File: src/rtl/bsg_manycore_mmio_pkg.sv
// Shared types for the manycore MMIO responder: request opcodes and the
// response record layout.
package bsg_manycore_mmio_pkg;

    localparam int unsigned mmio_tag_width_lp = 5;

    typedef enum logic [1:0] {
        e_mmio_load    = 2'd0,
        e_mmio_store   = 2'd1,
        e_mmio_amoswap = 2'd2,
        e_mmio_amoadd  = 2'd3
    } mmio_op_e;

    // Field order for the default widths; the top re-declares it with its own widths.
    typedef struct packed {
        logic [31:0]                  data;
        logic                         is_write;
        logic                         err;
        logic [6:0]                   dst_x;
        logic [6:0]                   dst_y;
        logic [mmio_tag_width_lp-1:0] tag;
    } mmio_rsp_s;

endpackage

File: src/rtl/bsg_manycore_mmio_rsp_fifo.sv
// Ready/valid response buffer with occupancy count; a full buffer still
// accepts an entry in the same cycle it releases one.
module bsg_manycore_mmio_rsp_fifo #(
    parameter int unsigned width_p = 53,
    parameter int unsigned els_p   = 2,
    localparam int unsigned cnt_width_lp = $clog2(els_p + 1)
) (
    input  logic                    clk_i,
    input  logic                    reset_n_i,
    input  logic                    enq_v_i,
    output logic                    enq_ready_o,
    input  logic [width_p-1:0]      enq_data_i,
    output logic                    deq_v_o,
    input  logic                    deq_ready_i,
    output logic [width_p-1:0]      deq_data_o,
    output logic [cnt_width_lp-1:0] count_o
);

    localparam int unsigned ptr_width_lp = $clog2(els_p);

    logic [width_p-1:0]      mem_q [els_p];
    logic [ptr_width_lp-1:0] rptr_q, wptr_q;
    logic [cnt_width_lp-1:0] count_q;
    logic                    full, enq_fire, deq_fire;

    function automatic logic [ptr_width_lp-1:0] next_ptr(input logic [ptr_width_lp-1:0] p);
        return (p == ptr_width_lp'(els_p - 1)) ? '0 : p + 1'b1;
    endfunction

    assign full        = (count_q == cnt_width_lp'(els_p));
    assign deq_v_o     = (count_q != '0);
    assign enq_ready_o = ~full | deq_ready_i;
    assign enq_fire    = enq_v_i & enq_ready_o;
    assign deq_fire    = deq_v_o & deq_ready_i;
    assign deq_data_o  = mem_q[rptr_q];
    assign count_o     = count_q;

    always_ff @(posedge clk_i or negedge reset_n_i) begin
        if (!reset_n_i) begin
            rptr_q  <= '0;
            wptr_q  <= '0;
            count_q <= '0;
        end else begin
            if (enq_fire) wptr_q <= next_ptr(wptr_q);
            if (deq_fire) rptr_q <= next_ptr(rptr_q);
            case ({enq_fire, deq_fire})
                2'b10:   count_q <= count_q + 1'b1;
                2'b01:   count_q <= count_q - 1'b1;
                default: count_q <= count_q;
            endcase
        end
    end

    always_ff @(posedge clk_i) begin
        if (enq_fire) mem_q[wptr_q] <= enq_data_i;
    end

endmodule

File: src/rtl/bsg_manycore_mmio_responder.sv
// Host-facing MMIO target: services load/store/amo requests against a small
// word-addressed register file and returns responses through a small buffer.
module bsg_manycore_mmio_responder
    import bsg_manycore_mmio_pkg::*;
#(
    parameter int unsigned data_width_p   = 32,
    parameter int unsigned addr_width_p   = 28,
    parameter int unsigned x_cord_width_p = 7,
    parameter int unsigned y_cord_width_p = 7,
    parameter int unsigned els_p          = 16,
    parameter int unsigned rsp_fifo_els_p = 2,
    localparam int unsigned cnt_width_lp  = $clog2(rsp_fifo_els_p + 1)
) (
    input  logic                        clk_i,
    input  logic                        reset_n_i,
    input  logic                        req_v_i,
    output logic                        req_ready_o,
    input  logic [1:0]                  req_op_i,
    input  logic [addr_width_p-1:0]     req_addr_i,
    input  logic [data_width_p-1:0]     req_data_i,
    input  logic [data_width_p/8-1:0]   req_mask_i,
    input  logic [x_cord_width_p-1:0]   req_src_x_i,
    input  logic [y_cord_width_p-1:0]   req_src_y_i,
    input  logic [4:0]                  req_tag_i,
    output logic                        rsp_v_o,
    input  logic                        rsp_ready_i,
    output logic [data_width_p-1:0]     rsp_data_o,
    output logic                        rsp_is_write_o,
    output logic                        rsp_err_o,
    output logic [x_cord_width_p-1:0]   rsp_dst_x_o,
    output logic [y_cord_width_p-1:0]   rsp_dst_y_o,
    output logic [4:0]                  rsp_tag_o,
    output logic [cnt_width_lp-1:0]     outstanding_o
);

    localparam int unsigned idx_width_lp = $clog2(els_p);
    localparam int unsigned bytes_lp     = data_width_p / 8;

    typedef struct packed {
        logic [data_width_p-1:0]      data;
        logic                         is_write;
        logic                         err;
        logic [x_cord_width_p-1:0]    dst_x;
        logic [y_cord_width_p-1:0]    dst_y;
        logic [mmio_tag_width_lp-1:0] tag;
    } rsp_s;

    typedef enum logic [1:0] {StReset, StInit, StRun} state_e;

    state_e                  state_q;
    logic [data_width_p-1:0] rf_q [els_p];
    logic [idx_width_lp-1:0] idx;
    logic [data_width_p-1:0] old_data, wdata;
    logic                    in_range, req_fire, rf_we, fifo_enq_ready;
    mmio_op_e                op;
    rsp_s                    enq_rsp, deq_rsp;

    assign op       = mmio_op_e'(req_op_i);
    assign idx      = req_addr_i[idx_width_lp-1:0];
    assign in_range = ((req_addr_i >> idx_width_lp) == '0);
    assign old_data = rf_q[idx];

    assign req_ready_o = (state_q == StRun) & fifo_enq_ready;
    assign req_fire    = req_v_i & req_ready_o;
    assign rf_we       = req_fire & in_range & (op != e_mmio_load);

    always_comb begin
        wdata = old_data;
        case (op)
            e_mmio_store: begin
                for (int b = 0; b < bytes_lp; b++) begin
                    if (req_mask_i[b]) wdata[8*b +: 8] = req_data_i[8*b +: 8];
                end
            end
            e_mmio_amoswap: wdata = req_data_i;
            e_mmio_amoadd:  wdata = old_data + req_data_i;
            default:        wdata = old_data;
        endcase
    end

    always_comb begin
        enq_rsp          = '0;
        enq_rsp.data     = (in_range && op != e_mmio_store) ? old_data : '0;
        enq_rsp.is_write = (op == e_mmio_store);
        enq_rsp.err      = ~in_range;
        enq_rsp.dst_x    = req_src_x_i;
        enq_rsp.dst_y    = req_src_y_i;
        enq_rsp.tag      = req_tag_i;
    end

    // Two-cycle bring-up after reset release before requests are taken.
    always_ff @(posedge clk_i or negedge reset_n_i) begin
        if (!reset_n_i) begin
            state_q <= StReset;
            for (int i = 0; i < els_p; i++) rf_q[i] <= '0;
        end else begin
            case (state_q)
                StReset: state_q <= StInit;
                StInit:  state_q <= StRun;
                StRun:   state_q <= StRun;
                default: state_q <= StReset;
            endcase
            if (rf_we) rf_q[idx] <= wdata;
        end
    end

    bsg_manycore_mmio_rsp_fifo #(
        .width_p ($bits(rsp_s)),
        .els_p   (rsp_fifo_els_p)
    ) u_rsp_fifo (
        .clk_i       (clk_i),
        .reset_n_i   (reset_n_i),
        .enq_v_i     (req_fire),
        .enq_ready_o (fifo_enq_ready),
        .enq_data_i  (enq_rsp),
        .deq_v_o     (rsp_v_o),
        .deq_ready_i (rsp_ready_i),
        .deq_data_o  (deq_rsp),
        .count_o     (outstanding_o)
    );

    assign rsp_data_o     = deq_rsp.data;
    assign rsp_is_write_o = deq_rsp.is_write;
    assign rsp_err_o      = deq_rsp.err;
    assign rsp_dst_x_o    = deq_rsp.dst_x;
    assign rsp_dst_y_o    = deq_rsp.dst_y;
    assign rsp_tag_o      = deq_rsp.tag;

endmodule

File: config.mk
export PLATFORM = sky130hd
export DESIGN_NAME = bsg_manycore_mmio_responder
export DESIGN_NICKNAME = d
export VERILOG_FILES = /design/src/rtl/bsg_manycore_mmio_pkg.sv /design/src/rtl/bsg_manycore_mmio_rsp_fifo.sv /design/src/rtl/bsg_manycore_mmio_responder.sv
export SDC_FILE = /design/constraint.sdc
export NUM_CORES = 1
export LEC_CHECK = 0
export BUFFER_PORTS_ARGS = -buffer_cell sky130_fd_sc_hd__buf_4
export CAP_MARGIN = 30
export CORE_ASPECT_RATIO = 1.1
export CORE_MARGIN = 2
export CORE_UTILIZATION = 44
export DETAILED_ROUTE_END_ITERATION = 16
export GPL_TIMING_DRIVEN = 0
export PLACE_DENSITY = 0.7
export SYNTH_ARGS = -nofsm -noshare
export SYNTH_HDL_FRONTEND = slang
export SYNTH_SLANG_ARGS = --single-unit
File: constraint.sdc
create_clock -name clk_i -period 7.7 [get_ports clk_i]
set_input_delay 1.155 -clock clk_i [delete_from_list [all_inputs] [get_ports clk_i]]
set_output_delay 1.155 -clock clk_i [all_outputs]
set_load 0.005 [all_outputs]
=== Word level (Yosys, flattened, before mapping) ===
Memory sizes are Yosys's and may differ from the RTL's.
Index checks and enable logic that the tools add are counted.

* Flip-flop bits (word level): 518
* RAM bits: 106
* Input bits: 89
* Output and inout bits: 57
* Logic and storage cells: 73
* Memories kept: 1

* Add/sub/neg operators: 5
* $lt $le $gt $ge: 2
* Eq/ne operators: 9
* Muxes and demuxes: 18
* Bitwise operators: 10
* Reductions and logical operators: 8

{| class="wikitable"
|+ Memory list
! name !! depth !! bits a word !! rd ports !! clocked after memory_dff !! write ports !! line !! RTL
|-
| u_rsp_fifo.mem_q || 2 || 53 || 1 || 0 || 1 || bsg_manycore_mmio_rsp_fifo.sv:21 || <nowiki>logic [width_p-1:0] mem_q [els_p];</nowiki>
|}

{| class="wikitable"
|+ Operators with widths
! operator !! number
|-
| $bwmux 512 || 1
|-
| $bmux 32 s4 || 1
|-
| $demux 32 s4 || 1
|-
| $mux 32 || 4
|-
| $pmux 32 s3 || 1
|-
| $add 32x32->32 || 1
|-
| $mux 8 || 4
|-
| $logic_not 28->1 || 1
|-
| $eq 2x2->1 const B || 5
|-
| $pmux 2 s2 || 2
|-
| $and 1x1->1 || 6
|-
| $eq 2x1->1 const B || 3
|-
| $reduce_bool 2->1 || 3
|-
| $ge 5x5->1 const B || 1
|-
| $lt 5x1->1 const B || 1
|-
| $not 4->5 || 1
|-
| $mux 1 || 4
|-
| $add 1x1->1 const B || 2
|-
| $add 2x1->2 const B || 1
|-
| $logic_and 1x1->1 || 2
|-
| $logic_not 2->1 || 1
|-
| $ne 2x1->1 const B || 1
|-
| $not 1->1 || 2
|-
| $reduce_or 2->1 || 1
|-
| other kinds (2) || 2
|}

=== Logic depth before layout (Yosys ltp) ===
* Depth after elaboration: 8
* Mapped depth: 20
* Depth with buffers taken out: 13

=== By module ===
From an unflattened synthesis, not the netlist that was laid out.

* Cell total of the unflattened synthesis: 2682
* Area, all modules: 30468.0 um2

{| class="wikitable"
|+ By module, submodules not included
! module !! times used !! cells an instance !! area each (um2)
|-
| bsg_manycore_mmio_responder || 1 || 2500 || 26421.6
|-
| bsg_manycore_mmio_rsp_fifo || 1 || 182 || 4046.4
|}

=== Worst setup path after synthesis ===
Ideal clock, no wire load.

* Kind: input to register
* Start point: in req_addr_i[0]
* End point: reg rf_q[223] in the netlist's numbering
* Data arrival time: 5540 ps
* Required time: 7563 ps
* Path slack: 2023 ps
* Stages on the path: 19
* Buffers on the path: 8
* Cell sequence: clkbuf_2 buf_6 buf_6 buf_6 buf_6 buf_6 mux4_2 mux4_2 ha_1 clkbuf_1 a21oi_1 o211ai_1 a41oi_1 a31oi_1 a31oi_1 mux2_2 a211oi_2 buf_2 a21oi_1

* Cells in the longest elaborated chain, start to end: 7

{| class="wikitable"
|+ RTL lines
! element !! line !! RTL
|-
| start: declaration || bsg_manycore_mmio_responder.sv:19 || <nowiki>input logic [addr_width_p-1:0] req_addr_i,</nowiki>
|-
| $not 4->5 (not written as such) (*) || bsg_manycore_mmio_responder.sv:61, bsg_manycore_mmio_responder.sv:103 ||
|-
| $bmux 32 s4 || bsg_manycore_mmio_responder.sv:61 || <nowiki>assign old_data = rf_q[idx];</nowiki>
|-
| $mux 32 (not written as such) (2 in a row) || bsg_manycore_mmio_responder.sv:61 ||
|-
| $add 32x32->32 or $mux 8 (tied branches) || bsg_manycore_mmio_responder.sv:76, bsg_manycore_mmio_responder.sv:72 ||
|-
| $pmux 32 s3 || bsg_manycore_mmio_responder.sv:69 || <nowiki>case (op)</nowiki>
|-
| $bwmux 512 (*) || bsg_manycore_mmio_responder.sv:103 || <nowiki>if (rf_we) rf_q[idx] <= wdata;</nowiki>
|-
| end signal: indexed assignment || bsg_manycore_mmio_responder.sv:103 ||
|-
| end: declaration || bsg_manycore_mmio_responder.sv:51 || <nowiki>logic [data_width_p-1:0] rf_q [els_p];</nowiki>
|}

Every way passes the cells marked *; elsewhere a longest branch is shown, timed or not. The select of a mux whose other input is x is not followed.
A chain may end at the register's enable or synchronous reset.

=== Worst setup path after layout ===
* Start point: in req_addr_i[2]
* End point: reg rf_q[446] in the netlist's numbering

Same word-level chain as after synthesis.

==> results.py <==
metrics = {
    "clock_tree": {
        "cts_made_buffers": 59,
        "post_cts_buffers": 0,
        "insertion_delay_ns": 0.66,
        "clock_path_buffers": 3,
        "htreeDepth": 2,
        "cts_sinks": 624,
        "cts_resized": 0,
        "cts-root-buf": "clkbuf_16",
        "cts_tree": "done",
        "cts_hold_buf": 0,
        "path_clk_slew_ns": 0.06,
    },
    "sta": {
        "setup_violations": 0,
        "finClkSkew_ns": 0.03732,
        "maxSlewViolCount": 0,
        "maxSlewHeadroom_pct": 30.17,
        "fin_crit_sh_pct": 92.28,
        "rsz0062_at_grt": "false",
        "tightest_slew_ns": 1.047,
        "max_freq_mhz": 140.7,
        "whs_ns": 0.4354,
        "post-route-min-period_ns": 7.106,
        "hold_viol": 0,
    },
    "routing": {
        "vias": 23010,
        "final_antenna_net_count": 0,
        "dr_wl_met3_mm": 8.168,
        "drt_pre_antenna_iters": 5,
        "route.top_layer_used": "met5",
        "drc_errors": 0,
        "via_per_inst": 6.133,
        "wl_met2_mm": 43.17,
        "avgRoutedWirePerCell_um": 24.27,
        "wl_mm": 91.05,
        "drtIter0Drc": 2389,
        "drt-met1-wl_mm": 35.98,
    },
    "worst_setup_path": {
        "critPathArrivalTime_ns": 7.58,
        "cp_data_required_time_ns": 8.18,
        "critPathKind": "input port to flip-flop",
        "reg2reg_depth": 13,
        "end_kind": "flip-flop",
        "worst_setup_path_start_kind": "input port",
        "r2r_slack_ns": 2.31,
        "crit_fanout": 10,
    },
    "global_routing": {
        "antenna_found_initial": 1,
        "grt_pass1_wl_mm": 139.1,
        "gr-total-overflow": 0,
        "grt_usage_pct": 26.06,
        "first_global_vias": 23360,
        "grt_max_degree": 128,
    },
    "die": {
        "initial_core_util_pct": 44.61,
        "ios": 146,
        "floorplan.rows": 99,
        "die_area_sq_mm": 0.06967,
        "die_w_um": 251.8,
        "dieHeight_um": 276.6,
        "core-area_sq_mm": 0.06664,
    },
    "final_layout": {
        "multiInputGateArea_sq_mm": 0.01263,
        "final_util_pct": 51.19,
        "layout_common_cells": "dfrtp_1 (518), nand2_1 (405), o21ai_0 (356), nor2_1 (206), a21oi_1 (182)",
        "final_layout_size_suffix_gt1_share_pct": 19.56,
        "mostFrequentLayoutCell": "dfrtp_1",
        "area_delta_synth_final_pct": 14.74,
        "fill_cells": 5645,
        "nets": 2969,
        "regArea_sq_mm": 0.01615,
        "diodes": 0,
    },
    "yosys": {
        "synth_edf_count": 106,
        "async_flop_share_pct": 83.01,
        "syn_area_sq_mm": 0.02973,
        "postSynthCellCount": 2637,
        "synth-main-ff-cell": "dfrtp_1",
        "yosysWarningCount": 0,
        "syn_nets": 2761,
        "seq_area_frac_synth_pct": 54.31,
        "synth.distinct_cells": 76,
        "synthTopCellsByArea": "dfrtp_1 (44%), mux4_2 (12%), edfxtp_1 (11%)",
        "ys_ff_latch": 624,
        "synth.avg_cell_area_sq_um": 11.27,
        "synth_top_cell_by_area": "dfrtp_1",
        "synth_top_area_share_pct": 43.60,
    },
    "placement": {
        "gp_congestion": 0.9552,
        "portBuffers": 141,
        "hpwl_mm": 65.72,
    },
    "outcome": {
        "run_status": "completed",
    },
    "hold_path": {
        "holdCritPathClass": "input port to asynchronous set/reset pin",
    },
    "pwr": {
        "peakVddDrop_mv": 0.1798,
        "power_density_mw_per_mm2": 225.2,
        "p_leak_nw": 14.64,
        "power_mw": 7.682,
    },
    "job": {
        "cap_violations": 0,
    },
}
[where the power goes]
group	leakage [nW]	switching (mW)	internal (mW)
Combinational	5.39	0.596	0.454
Clock	1.01	1.32	1.78
Sequential	8.23	0.0337	3.50
Total	14.6	1.95	5.73
[path summary, 6_finish.rpt]
kind / from / end
worst max-delay path: req_addr_i[2] / rf_q[446]
worst min-delay path: reset_n_i / rf_q[291]
worst max register to register: rf_q[264] / rf_q[145]
worst min register to register: rf_q[134] / rf_q[134]
max in group asynchronous: reset_n_i / rf_q[176]
min in group clk_i: rf_q[134] / rf_q[134]
[registers in the layout, summed over array words and instances, names as in the netlist]
signal and flops:
u_rsp_fifo.mem_q 106, state_q 2, u_rsp_fifo.count_o 2, u_rsp_fifo.rptr_q 1, rf_q 512, u_rsp_fifo.wptr_q 1
[Yosys cell counts (8+ instances only)]
cell,instances
clkbuf_1,156
o21ai_1,19
o21ai_0,356
nor4_1,8
nand2b_1,11
xnor2_1,14
nand3_1,26
and4_1,10
nor2b_1,8
buf_2,28
inv_1,20
o22ai_1,8
mux4_2,161
a31oi_1,27
ha_1,34
a21o_1,11
nor2_1,207
buf_1,16
a211oi_1,10
nor3_1,9
a21oi_1,182
dfrtp_1,518
mux2i_1,19
edfxtp_1,106
mux2_2,94
nand2_1,405
and2_1,41
[cell families after synthesis]
family	count (synthesis)	share of synthesized area, %
muxes	274	16.40
buffers and inverters	233	3.266
and+or+nand+nor	757	10.79
DFF	624	54.31
adders and majority gates	35	1.498
AOI/OAI and AO/OA	693	13.13
xor gates and xnor gates	21	0.6187
[area by class of cell]
class / instances / area share [%]
Tap cell: 858 / 3.147
Multi-Input combinational cell: 1780 / 37.03
Clock inverter: 29 / 1.104
Clock buffer: 80 / 4.941
Sequential cell: 624 / 47.33
Inverter: 23 / 0.2531
Timing Repair Buffer: 148 / 3.609
Buffer: 209 / 2.582
[layer usage]
layer  global-route usage (%)  vias to the layer above
li1                         -                     9900
met1                    34.07                    11680
met2                    42.14                     1199
met3                    5.564                      221
met4                    11.23                        2
met5                        0                        -
[critical path: stages]
cell and delay [ns]:
buf_4 0.09, buf_2 0.37, buf_2 0.41, buf_2 0.50, buf_2 0.43, clkbuf_1 0.47, nor2_1 0.10, a21oi_1 0.27
ha_1 0.29, clkbuf_1 0.21, a21oi_1 0.26, o21ai_0 0.22, a2111o_1 0.41, o21bai_1 0.42, a31oi_1 0.21, or3_1 0.35
a31oi_1 0.72, clkbuf_1 0.50, a21oi_1 0.16
[per-stage QoR]
step / setup slack [ns] / instances / area [sq um] / setup TNS, ns
3_5_place_dp: -0.3118 / 3642 / 32040 / -4.850
2_1_floorplan: 2.023 / 2637 / 29730 / 0
5_1_grt: 0.3359 / 3751 / 34110 / 0
6_report: 0.5941 / 3751 / 34110 / 0
3_3_place_gp: -0.2517 / 3636 / 31860 / -3.956
4_1_cts: 0.3198 / 3751 / 34100 / 0
No activity file was read; power rests on OpenSTA's default activity.
